[config.mk]
export PLATFORM = sky130hd
export DESIGN_NAME = pipe_front_regs
export DESIGN_NICKNAME = d
export VERILOG_FILES = /design/src/rtl/pipe_pkg.sv /design/src/rtl/pipe_stage_reg.sv /design/src/rtl/pipe_front_regs.sv
export SDC_FILE = /design/constraint.sdc
export NUM_CORES = 1
export LEC_CHECK = 0
export BUFFER_PORTS_ARGS = -buffer_cell sky130_fd_sc_hd__buf_2
export CAP_MARGIN = 30
export CORE_UTILIZATION = 30
export CTS_BUF_LIST = sky130_fd_sc_hd__clkbuf_4 sky130_fd_sc_hd__clkbuf_8
export DETAILED_ROUTE_END_ITERATION = 16
export MAX_ROUTING_LAYER = met4
export SLEW_MARGIN = 20
export SYNTH_ARGS = -nofsm -noshare
export SYNTH_HDL_FRONTEND = slang
export SYNTH_SLANG_ARGS = --single-unit
[constraint.sdc]
create_clock -name clk -period 1.17 [get_ports clk]
set_input_delay 0.117 -clock clk [delete_from_list [all_inputs] [get_ports clk]]
set_output_delay 0.117 -clock clk [all_outputs]
set_load 0.005 [all_outputs]
[src/rtl/pipe_pkg.sv]
// -----------------------------------------------------------------------------
// pipe_pkg
// Shared types and constants for the front pipeline registers of the 5-stage
// MIPS core.
//   DW       datapath width (instruction, PC, operands, ALU result)
//   RW       register-number width
//   ctrl_t   decoded control word, 15 bits, alu_op in the LSBs
//   CTRL_NOP all-zero control word (bubble)
// -----------------------------------------------------------------------------
package pipe_pkg;

    localparam int DW = 32;
    localparam int RW = 5;

    // Field order is fixed: the decoder drives this word as a flat 15-bit bus.
    typedef struct packed {
        logic       reg_dst;
        logic       branch;
        logic       mem_write;
        logic       mem_to_reg;
        logic       alu_src;
        logic       reg_write;
        logic       is_mem_inst;
        logic       is_word;
        logic       halted;
        logic [5:0] alu_op;
    } ctrl_t;

    localparam int    CTRL_W   = $bits(ctrl_t);
    localparam ctrl_t CTRL_NOP = '0;

endpackage

[src/rtl/pipe_stage_reg.sv]
// -----------------------------------------------------------------------------
// pipe_stage_reg
// Generic pipeline register with asynchronous active-low reset, synchronous
// clear and hold.
//   clk    rising-edge clock
//   rst_b  asynchronous active-low reset, clears q
//   hold   1 = keep q
//   clear  1 = load zero at the edge; wins over hold
//   d      next value
//   q      registered value
// -----------------------------------------------------------------------------
module pipe_stage_reg #(
    parameter int W = 32
) (
    input  logic         clk,
    input  logic         rst_b,
    input  logic         hold,
    input  logic         clear,
    input  logic [W-1:0] d,
    output logic [W-1:0] q
);

    always_ff @(posedge clk or negedge rst_b) begin
        if (!rst_b) begin
            q <= '0;
        end else if (clear) begin
            q <= '0;
        end else if (!hold) begin
            q <= d;
        end
    end

endmodule

[src/rtl/pipe_front_regs.sv]
// -----------------------------------------------------------------------------
// pipe_front_regs
// IF/ID, ID/EX and EX/MEM pipeline registers of the 5-stage MIPS core.
// All three stages advance together and freeze together on stall (the data
// cache is busy), so the cache sees a stable address and store data.
//
// Optional feature: define PIPE_FLUSH_EN to add the flush input, which turns
// IF/ID and ID/EX into a bubble at the edge (over stall); EX/MEM ignores it.
//
// Ports:
//   clk, rst_b            clock, asynchronous active-low reset
//   stall                 1 = hold every register
//   flush                 (PIPE_FLUSH_EN only) bubble IF/ID and ID/EX
//   if_inst, if_pc_plus_4 fetch outputs      -> id_inst, id_pc_plus_4
//   id_ctrl, id_rs_data, id_rt_data, id_imm, id_pc_plus_4, id_inst fields
//                                            -> ex_ctrl, ex_pc_plus_4,
//                                               ex_rs_data, ex_rt_data, ex_imm
//   ex_dest               combinational destination register from ID/EX
//   ex_alu_result, ex_rt_data, ex_dest, ex_ctrl flags
//                                            -> mem_alu_result, mem_rt_data,
//                                               mem_dest, mem_* control bits
// -----------------------------------------------------------------------------
module pipe_front_regs #(
    parameter int DW = pipe_pkg::DW,
    parameter int RW = pipe_pkg::RW
) (
    input  logic            clk,
    input  logic            rst_b,
    input  logic            stall,
`ifdef PIPE_FLUSH_EN
    input  logic            flush,
`endif
    input  logic [DW-1:0]   if_inst,
    input  logic [DW-1:0]   if_pc_plus_4,
    output logic [DW-1:0]   id_inst,
    output logic [DW-1:0]   id_pc_plus_4,
    input  pipe_pkg::ctrl_t id_ctrl,
    input  logic [DW-1:0]   id_rs_data,
    input  logic [DW-1:0]   id_rt_data,
    input  logic [DW-1:0]   id_imm,
    output pipe_pkg::ctrl_t ex_ctrl,
    output logic [DW-1:0]   ex_pc_plus_4,
    output logic [DW-1:0]   ex_rs_data,
    output logic [DW-1:0]   ex_rt_data,
    output logic [DW-1:0]   ex_imm,
    output logic [RW-1:0]   ex_dest,
    input  logic [DW-1:0]   ex_alu_result,
    output logic [DW-1:0]   mem_alu_result,
    output logic [DW-1:0]   mem_rt_data,
    output logic [RW-1:0]   mem_dest,
    output logic            mem_write_en,
    output logic            mem_to_reg,
    output logic            mem_reg_write,
    output logic            mem_is_mem_inst,
    output logic            mem_is_word,
    output logic            mem_halted
);

    import pipe_pkg::*;

    localparam int IFID_W  = 2 * DW;
    localparam int IDEX_W  = CTRL_W + 4 * DW + 2 * RW;
    localparam int EXMEM_W = 2 * DW + RW + 6;

    // MIPS instruction fields: rt at [20:16], rd at [15:11].
    localparam int RT_LSB = 16;
    localparam int RD_LSB = 11;

    // Bubble request for the two front stages.
    logic clear_front;
`ifdef PIPE_FLUSH_EN
    assign clear_front = flush;
`else
    assign clear_front = 1'b0;
`endif

    // ---------------- IF/ID ----------------
    logic [IFID_W-1:0] ifid_d, ifid_q;

    assign ifid_d                  = {if_inst, if_pc_plus_4};
    assign {id_inst, id_pc_plus_4} = ifid_q;

    pipe_stage_reg #(.W(IFID_W)) u_if_id (
        .clk   (clk),
        .rst_b (rst_b),
        .hold  (stall),
        .clear (clear_front),
        .d     (ifid_d),
        .q     (ifid_q)
    );

    // ---------------- ID/EX ----------------
    logic [IDEX_W-1:0] idex_d, idex_q;
    logic [RW-1:0]     ex_rt_field;
    logic [RW-1:0]     ex_rd_field;

    // Register-number fields come from the IF/ID copy of the instruction so
    // they stay aligned with the control word decoded from it.
    assign idex_d = {id_ctrl, id_pc_plus_4, id_rs_data, id_rt_data, id_imm,
                     id_inst[RT_LSB +: RW], id_inst[RD_LSB +: RW]};
    assign {ex_ctrl, ex_pc_plus_4, ex_rs_data, ex_rt_data, ex_imm,
            ex_rt_field, ex_rd_field} = idex_q;

    pipe_stage_reg #(.W(IDEX_W)) u_id_ex (
        .clk   (clk),
        .rst_b (rst_b),
        .hold  (stall),
        .clear (clear_front),
        .d     (idex_d),
        .q     (idex_q)
    );

    // R-type writes rd, I-type writes rt.
    assign ex_dest = ex_ctrl.reg_dst ? ex_rd_field : ex_rt_field;

    // ---------------- EX/MEM ----------------
    logic [EXMEM_W-1:0] exmem_d, exmem_q;

    assign exmem_d = {ex_alu_result, ex_rt_data, ex_dest,
                      ex_ctrl.mem_write, ex_ctrl.mem_to_reg, ex_ctrl.reg_write,
                      ex_ctrl.is_mem_inst, ex_ctrl.is_word, ex_ctrl.halted};
    assign {mem_alu_result, mem_rt_data, mem_dest,
            mem_write_en, mem_to_reg, mem_reg_write,
            mem_is_mem_inst, mem_is_word, mem_halted} = exmem_q;

    // Flush never reaches EX/MEM: an access already issued to the cache must
    // keep its address and data until the cache reports done.
    pipe_stage_reg #(.W(EXMEM_W)) u_ex_mem (
        .clk   (clk),
        .rst_b (rst_b),
        .hold  (stall),
        .clear (1'b0),
        .d     (exmem_d),
        .q     (exmem_q)
    );

endmodule

After elaboration in Yosys (flattened, before gate mapping)
Cells that the tools add are included.

Input port bits: 210. Memory bits (read-only): 0. Register bits: 292. Bits in latches: 0. Logic and storage cells: 4. Memories kept: 0. RAM bits: 0. Output and inout port bits: 287.

Shift operators: 0. Multiplexer cells: 1. Div/mod/pow operators: 0. Reductions and logical operators: 0. Magnitude comparators: 0. Bitwise logic cells: 0. Add/subtract/negate cells: 0. Equality and inequality tests: 0. $mul: 0.

Operators by type and width (number): 5-bit 2-to-1 mux (1).

Logic depth before layout (Yosys ltp)
Depth after elaboration: 1. Depth in mapped cells: 3. Gate-level depth less buffers: 2.

Hierarchy
From an unflattened synthesis, not the netlist that was laid out.

Cells, all modules: 947. Area total of the unflattened synthesis: 11928.9 µm².

Modules (own cells, without submodules): pipe_stage_reg at u_id_ex (area an instance 6165.9 µm², cells an instance 493, times used 1, sequential area each 3828.7 µm²); pipe_stage_reg at u_ex_mem (area an instance 3091.7 µm², cells an instance 242, times used 1, sequential area each 1876.8 µm²); pipe_stage_reg at u_if_id (area an instance 2611.3 µm², cells an instance 206, times used 1, sequential area each 1601.5 µm²); pipe_front_regs (area an instance 60.1 µm², cells an instance 6, times used 1, sequential area each 0.0 µm²).

Worst setup path after synthesis
OpenSTA, ideal clock, no wires.

Kind: reg-to-reg. Start: register u_id_ex.q[152]. End: register u_ex_mem.q[10]. Arrival: 1081 ps. Library setup time: 125 ps. Data required time: 1045 ps. Period minus slack after synthesis: 1206 ps. Path buffers: 1. Cell stages (with the launch flop): 4. Path slack: -36 ps. Path through: dfrtp_1 clkbuf_2 mux2_2 mux2_2.

Longest elaborated chain between the ends: 1.

Ends and longest elaborated chain: start, declared (RTL line pipe_stage_reg.sv:20) `output logic [W-1:0] q`; start signal, assigned (RTL line pipe_stage_reg.sv:25) `q <= '0;`; start signal, assigned (RTL line pipe_stage_reg.sv:27) `q <= '0;`; start signal, assigned (RTL line pipe_stage_reg.sv:29) `q <= d;`; 5-bit 2-to-1 mux (RTL line pipe_front_regs.sv:114) `assign ex_dest = ex_ctrl.reg_dst ? ex_rd_field : ex_rt_field;`; net ex_dest[4] (RTL line pipe_front_regs.sv:46) `output logic [RW-1:0] ex_dest,`; end signal, assigned (RTL line pipe_stage_reg.sv:25); end signal, assigned (RTL line pipe_stage_reg.sv:27); end signal, assigned (RTL line pipe_stage_reg.sv:29); end, declared (RTL line pipe_stage_reg.sv:20).

The timed path passes the listed nets, and every way through them passes these cells. A chain may end at the register's enable or synchronous reset.

Worst setup path in the final report
Start: register u_id_ex.q[152]. End: output port ex_dest[1].

Longest elaborated chain between the ends: 1.

Ends and longest elaborated chain (RTL line): 5-bit 2-to-1 mux (pipe_front_regs.sv:114); end, declared (pipe_front_regs.sv:46).

Every way passes these cells.

==> reports/qor.csv <==
metric,value,unit
Reg area,7310,um2
Area contributors post-synth,"dfrtp_1 (61%), mux2_2 (28%), buf_4 (9.1%)",
Starting Density,0.304,
WL/cell,15.5,um
Clock Path Buffers,3,
Mapped Nets,975,
most frequent cells in the layout,"buf_2 (480), mux2_2 (292), dfrtp_1 (292)",
CP required,1.05,ns
Synth Register Bits,292,
fmax,582,MHz
sequential share of the synthesized area,0.605,
Filler Cell Count,3476,
synthesis-to-layout area growth,54.6,%
Slew Limit Fails,0,
Root Buffer,clkbuf_8,
drt via density,4.15,
Syn Inst Count,765,
H-Tree Depth,2,
Yosys top cell by area,dfrtp_1,
WL final,32200,um
Placement Setup Slack,-0.0719,ns
total power,27.8,mW
Worst Setup End Kind,primary output,
Initial DRT Pass Iterations,4,
CP Max Fanout,5,
Avg Inst Size Synth,15.8,um2
fin crit share,1.47,
failing checks,negative setup slack,
Yosys warnings,0,
"crit path setup slack, layout",-0.548,ns
Unique masters post-synth,6,
GRT Overall Usage,0.157,
Multi-input gate area,3360,um2
max_cap viols,0,
leakage,8.98,nW
Worst-Margin Slew,0.283,ns
vias,8610,
Placed Cells incl. Taps,1654,
CTS tree,yes,
site row count,73,
Hold Slack,0.283,ns
initial antenna violation count,1,
VDD IR-drop max,0.000980,V
die area,41000,um2
relative slew slack,0.811,
"Min Clock Period, post-route",1.72,ns
setup TNS,-16.21,ns
Hold Path Class,primary input to register,
chip width,203,um
outcome,"finished, violations left",
Final Hold Fails,0,
vias in the first global route,9138,
Critical Path AT,1.60,ns
Layout Skew,0.0173,ns
die height,203,um
Pwr per Cell Area,1490,nW/um2
Layout Utilization,0.470,
CTS Sinks,292,
share of the synthesized area in the top cell type,0.605,
nets,1724,
CP Class,register to primary output,
Routed Antenna Nets,0,
RSZ-0062 raised after global routing,true,
"commonest non-fill, non-tap cell in the layout",buf_2,
Buffers on Ports,496,
Startpoint Class,register,
gpl congestion,0.766,
Post-route DRC,0,
Syn Std Cell Area,12100,um2
grt ovf,0,
area post-placement,14300,um2
initial drt markers,246,
"non-filler cells, final",2077,
Final setup viols,292,
"CTS clk-pin slew, worst paths",0.06,ns
layout cells sized above 1,0.676,
cell area after layout,18700,um2
Top Ports,497,
later-pin clock latency in the skew report,0.59,ns
core footprint,39700,um2
global-route wire length before repair,49100,um
hpwl dp,21200,um
largest net degree at the start of global routing,46,
CTS Buf Count,51,
[repair_timing]
action                                  CTS  global route
setup buffers                            74            47
endpoints found under the hold margin   504             3
endpoints found under the setup margin  292           302
gates cloned                              0             0
gates resized for setup                  19             5
hold buffers                            210             1
[synthesized netlist by cell type]
master	instances
buf_4	146
clkbuf_2	1
buf_2	1
mux2_2	297
buf_6	28
dfrtp_1	292
[flip-flops by register name, indices dropped and copies added (netlist names)]
signal / cells
u_ex_mem.q: 75
u_id_ex.q: 153
u_if_id.q: 64
[final timing paths]
kind / start / endpoint / slack, ns / depth (start not counted)
min in group asynchronous: rst_b / u_if_id.q[18]$_DFFE_PN0N_ / 0.53 / 3
worst min-delay path: id_imm[11] / u_id_ex.q[21]$_DFFE_PN0N_ / 0.28 / 3
worst max register to register: u_id_ex.q[152]$_DFFE_PN0N_ / u_ex_mem.q[6]$_DFFE_PN0N_ / -0.09 / 3
max in group asynchronous: rst_b / u_if_id.q[1]$_DFFE_PN0N_ / 0.10 / 4
worst max-delay path: u_id_ex.q[152]$_DFFE_PN0N_ / ex_dest[1] / -0.55 / 3
worst min register to register: u_ex_mem.q[22]$_DFFE_PN0N_ / u_ex_mem.q[22]$_DFFE_PN0N_ / 0.50 / 1
[layout make-up]
class / count / share of cell area
clock inverters: 10 / 0.00952
multi-input cells: 297 / 0.180
repair buffers: 872 / 0.329
flip-flops and latches: 292 / 0.391
clock buffers: 80 / 0.0540
well taps: 525 / 0.0352
diodes: 1 / 0.000134
[critical path, cell delays in order (launching register included)]
cell and delay [ns]:
dfrtp_1 0.41, buf_12 0.15, mux2_4 0.30, buf_6 0.13
[layer usage]
metal / GRT usage / up-vias / share of wire
met5: - / - / 0
met4: 0.0575 / 0 / 0.026
met3: 0.0480 / 61 / 0.071
met2: 0.272 / 326 / 0.52
met1: 0.168 / 4231 / 0.38
li1: - / 3992 / -
[cells by family (layout without fill, tap and decap cells)]
family                 count (synthesis)  count (layout)  synth area share
flip-flops                           292             292             0.605
multiplexers                         297             297             0.277
other                                  0               1                 0
buffers and inverters                176             962             0.118
[power breakdown]
part / leakage (nW) / switching (mW) / internal, mW
clock network: 0.623 / 4.15 / 6.54
logic: 4.94 / 1.92 / 3.29
registers: 3.42 / 0.619 / 11.3
(Power assumes the default switching activity.)
